## src/rtl/data_mem_store.sv

```systemverilog
// Store path into a word-wide data memory without byte enables.
// Word stores write directly; byte/halfword stores do a read-modify-write.
module data_mem_store #(
  parameter int unsigned ADDR_WIDTH = 32
) (
  input  logic                  clk,
  input  logic                  rst,
  input  logic                  store_req_i,
  input  logic [ADDR_WIDTH-1:0] addr_i,
  input  logic [ADDR_WIDTH-1:0] write_data_i,
  input  logic [1:0]            mem_type_i,
  input  logic [ADDR_WIDTH-1:0] mem_rdata_i,
  output logic                  stall_o,
  output logic                  done_o,
  output logic                  misaligned_o,
  output logic [ADDR_WIDTH-1:0] mem_addr_o,
  output logic                  mem_re_o,
  output logic                  mem_we_o,
  output logic [ADDR_WIDTH-1:0] mem_wdata_o
);

  localparam logic [1:0] MT_BYTE = 2'b01;
  localparam logic [1:0] MT_HALF = 2'b10;

  typedef enum logic [1:0] {IDLE, READ, MERGE, WRITE} state_t;

  state_t                state;
  logic [ADDR_WIDTH-1:0] addr_q;
  logic [ADDR_WIDTH-1:0] wdata_q;
  logic [ADDR_WIDTH-1:0] merge_q;
  logic [1:0]            off_q;
  logic [1:0]            type_q;

  logic                  req_vld;
  logic                  in_byte;
  logic                  in_half;
  logic                  misaligned;
  logic                  accept;
  logic                  word_q;
  logic [ADDR_WIDTH-1:0] merged;

  // Requests are ignored while reset is held so nothing is accepted or flagged.
  assign req_vld    = (state == IDLE) && store_req_i && !rst;
  assign in_byte    = (mem_type_i == MT_BYTE);
  assign in_half    = (mem_type_i == MT_HALF);
  assign misaligned = (in_half && addr_i[0]) ||
                      (!in_byte && !in_half && (addr_i[1:0] != 2'b00));
  assign accept     = req_vld && !misaligned;
  assign word_q     = (type_q != MT_BYTE) && (type_q != MT_HALF);

  // Lane merge of the freshly read word with the latched store data.
  always_comb begin
    merged = mem_rdata_i;
    if (type_q == MT_BYTE)
      merged[{off_q, 3'b000} +: 8] = wdata_q[7:0];
    else if (type_q == MT_HALF)
      merged[{off_q[1], 4'b0000} +: 16] = wdata_q[15:0];
  end

  always_ff @(posedge clk) begin
    if (rst) begin
      state   <= IDLE;
      addr_q  <= '0;
      wdata_q <= '0;
      merge_q <= '0;
      off_q   <= 2'b00;
      type_q  <= 2'b00;
    end else begin
      case (state)
        IDLE: begin
          if (accept) begin
            addr_q  <= {addr_i[ADDR_WIDTH-1:2], 2'b00};
            off_q   <= addr_i[1:0];
            wdata_q <= write_data_i;
            type_q  <= mem_type_i;
            state   <= (in_byte || in_half) ? READ : WRITE;
          end
        end
        READ:  state <= MERGE;
        MERGE: begin
          merge_q <= merged;
          state   <= WRITE;
        end
        WRITE: state <= IDLE;
        default: state <= IDLE;
      endcase
    end
  end

  // Memory-side strobes are pure decodes of the state register.
  assign misaligned_o = req_vld && misaligned;
  assign stall_o      = accept || (state == READ) || (state == MERGE);
  assign mem_re_o     = (state == READ);
  assign mem_we_o     = (state == WRITE);
  assign done_o       = (state == WRITE);
  assign mem_addr_o   = addr_q;
  assign mem_wdata_o  = word_q ? wdata_q : merge_q;

endmodule

```

## config.mk

```make
export PLATFORM = sky130hd
export DESIGN_NAME = data_mem_store
export DESIGN_NICKNAME = d
export VERILOG_FILES = /design/src/rtl/data_mem_store.sv
export SDC_FILE = /design/constraint.sdc
export NUM_CORES = 1
export LEC_CHECK = 0
export CAP_MARGIN = 20
export CORE_ASPECT_RATIO = 1.75
export CORE_MARGIN = 4
export CORE_UTILIZATION = 48
export DETAILED_ROUTE_END_ITERATION = 8
export PLACE_DENSITY_LB_ADDON = 0.15
export REMOVE_ABC_BUFFERS = 1
export SLEW_MARGIN = 40
export SYNTH_ARGS = -nofsm -noshare
export SYNTH_HDL_FRONTEND = slang
export SYNTH_SLANG_ARGS = --single-unit
```

## constraint.sdc

```tcl
create_clock -name clk -period 2.15 [get_ports clk]
set_input_delay 0.215 -clock clk [delete_from_list [all_inputs] [get_ports clk]]
set_output_delay 0.215 -clock clk [all_outputs]
set_load 0.02 [all_outputs]
```

==> qor.csv <==
stage,metric,value,unit
outcome,run_status,finished clean,
place,io_buffers,167,
timing,finalMaxSlewViolations,0,
grt,grt.total_usage,0.2335,
layout,drive_gt1_frac,0.2486,
place,gp_congestion,0.8661,
detailed_routing,drc_errors,0,
power,p_per_area,875.5,mW/mm2
clock_network,clock-sinks,100,
worst_setup_path,rr_endpoint,merge_q[7],
timing,max_freq,486.7,MHz
timing,whs,0.2045,ns
worst_setup_path,r2r-start,off_q[0],
synth,synth_most_common_cell,dfxtp_1,
place,place_area,0.007491,mm2
timing,fin_crit_sh,0.9557,
worst_setup_path,slowest_stage,dfxtp_1,
synth,synth_area_leaders,"dfxtp_1, mux2_4, mux2_2",
floorplanning,die_width,90.46,um
synth,synthDominantCellAreaShare,0.3505,
run,maxCapViolCount,0,
grt,grt_start_max_net_pins,41,
layout,stdcell_area,0.007745,mm2
worst_setup_path,slowest_delay,0.33,ns
floorplanning,fp.dieH,152.3,um
clock_network,root_buffer,clkbuf_16,
worst_setup_path,cp_max_fo,9,
synth,ys_types,44,
timing,fin_tns_setup,0,ns
timing,worst_slew_pin_slew,0.7820,ns
power,ir_drop,0.0006005,V
floorplanning,ios,170,
worst_setup_path,worstPathArrival,1.84,ns
synth,synth.avg_cell_area,10.33,um2
layout,nNetsFinal,825,
floorplanning,core_region_area,0.01158,mm2
floorplanning,start_util,0.4932,
detailed_routing,wl,16140,um
detailed_routing,first_pass_iters,5,
grt,overflow,0,
synth,yosysTopAreaCell,dfxtp_1,
worst_setup_path,crit_type,reg -> out,
worst_setup_path,critical_path.startpoint,type_q[0],
place,hpwl,11940,um
floorplanning,die_area,0.01378,mm2
synth,synthCells,553,
hold_path,hp-class,in -> reg,
detailed_routing,drtAntennaViolNets,0,
timing,rsz0062_at_grt,no,
detailed_routing,vias_per_cell,5.703,
synth,synth_edf_count,0,
hold_path,whs_path_depth,2,
worst_setup_path,required,1.93,ns
floorplanning,row_count,52,
timing,hold_viol,0,
clock_network,clk_pin_slew_worst_paths,0.07,ns
worst_setup_path,r2r_setup_slack,0.17,ns
timing,setup_viol,0,
grt,first_global_vias,5261,
clock_network,htree_num_levels,3,
synth,async_flop_share,0,
power,total_power,6.781,mW
synth,syn-cell-area,0.005712,mm2
clock_network,clk_path_buf_depth,2,
synth,ys_seq_elements,100,
detailed_routing,drt_iter0_markers,281,
power,power_leakage,3.249,nW
layout,area_growth_syn_to_layout,35.60,%
clock_network,numCtsBuffers,9,
synth,synth-seq-area-share,0.3505,
worst_setup_path,cp-endpoint,mem_wdata_o[22],
detailed_routing,wire_per_inst,18.94,um
synth,yosys-top-cells-count,"dfxtp_1, nor2b_1, mux2_2, mux2_4, nor2_1",
worst_setup_path,critPathBufInv,3,
detailed_routing,vias,4859,
clock_network,cts_tree,yes,
synth,yosys_warnings,0,
synth,synth-main-ff-cell,dfxtp_1,
worst_setup_path,timing.critical_path.cells,inv_1 -> ha_4 -> bufbuf_16 -> mux2_2 -> buf_2,
clock_network,insertion_delay,0.34,ns
worst_setup_path,r2r_cells,6,
worst_setup_path,path_delay_family,buffers and inverters,
worst_setup_path,critical_path.startpoint_type,flop,
timing,skew,0.006956,ns
grt,antenna_found_initial,1,
worst_setup_path,crit_path_end_kind,primary output,
timing,min_period,2.055,ns
timing,timing.slew.headroom,0.4781,
worst_setup_path,cp_num_cells,5,
grt,grt_pass1_wl,26300,um
==> cells by family (layout without fill, tap and decap cells) <==
logic type | Yosys count | after routing | synth area share
AND/OR/NAND/NOR | 145 | 145 | 0.1553
multiplexers | 111 | 111 | 0.2390
AO/OA/AOI/OAI | 100 | 100 | 0.1494
flip-flops | 100 | 100 | 0.3505
buffers and inverters | 83 | 245 | 0.07667
adder cells (fa/ha/maj) | 13 | 13 | 0.02848
other | 1 | 3 | 0.0006565
==> how the worst min path moves through the flow <==
stage / startpoint / to / slack, ns
floorplan: rst / off_q[0] / 0.29
global placement: merge_q[1] / merge_q[1] / 0.45
detailed placement: merge_q[5] / merge_q[5] / 0.46
CTS: rst / wdata_q[2] / 0.19
global route: rst / wdata_q[2] / 0.21
finish: rst / wdata_q[2] / 0.20
==> timing repair <==
item                                   CTS  global route
endpoints found under the hold margin    0             0
cloned                                   1             0
setup buffers                            1             0
resized for setup                      113            23
setup endpoints to repair               34            22
hold buffers                             0             0
pin swaps                                1             0
==> placed cells by master, fill, tap and decap left out, types with 16 or more instances in the layout <==
| cell | count |
|---|---|
| o221ai_1 | 16 |
| mux2i_1 | 25 |
| mux2_2 | 47 |
| dfxtp_1 | 100 |
| buf_2 | 32 |
| clkdlybuf4s50_1 | 132 |
| inv_1 | 32 |
| a2111oi_1 | 16 |
| mux2_4 | 39 |
| nor2_1 | 33 |
| nor2b_1 | 69 |
| a311oi_1 | 16 |
| a32o_1 | 16 |
| buf_4 | 26 |
==> layer usage <==
metal | track usage | vias up | routed length [um]
met5 | 0 | - | 0
li1 | - | 2333 | -
met1 | 0.2586 | 2322 | 6270
met4 | 0.1256 | 0 | 368
met2 | 0.4099 | 178 | 8542
met3 | 0.05188 | 26 | 956
==> registers in the layout, summed over array words and instances (netlist names) <==
| register | count |
|---|---|
| mem_addr_o | 30 |
| merge_q | 32 |
| off_q | 2 |
| state | 2 |
| type_q | 2 |
| wdata_q | 32 |
==> per-stage QoR <==
step / cells / util / setup WS (ns)
CTS: 851 / 0.6797 / -0.008873
global route: 852 / 0.6688 / 0.02090
global placement: 833 / 0.6462 / -0.2398
detailed placement: 833 / 0.6468 / -0.2513
floorplan: 503 / - / -1.326
finish: 852 / 0.6688 / 0.09524
==> worst reg2reg max path, delay by kind of cell (launching register included) <==
kind | cells | cell delay, ns
AO/OA/AOI/OAI | 2 | 0.50
adder cells (fa/ha/maj) | 1 | 0.37
buffers and inverters | 2 | 0.36
flip-flops | 1 | 0.31
AND/OR/NAND/NOR | 1 | 0.38
==> cell type report <==
| cell class | instances | area [um2] |
|---|---|---|
| Antenna cell | 1 | 2.502 |
| Clock buffer | 11 | 242.7 |
| Clock inverter | 5 | 107.6 |
| Fill cell | 944 | 3836 |
| Inverter | 32 | 120.1 |
| Multi-Input combinational cell | 371 | 3298 |
| Sequential cell | 100 | 2002 |
| Tap cell | 135 | 168.9 |
| Timing Repair Buffer | 197 | 1803 |
==> power breakdown <==
| part | internal, mW | switching (mW) | total, mW |
|---|---|---|---|
| registers | 2.20 | 0.203 | 2.40 |
| clock network | 1.18 | 0.710 | 1.89 |
| logic | 1.25 | 1.24 | 2.49 |
| total | 4.62 | 2.16 | 6.78 |
(Power assumes the default switching activity.)
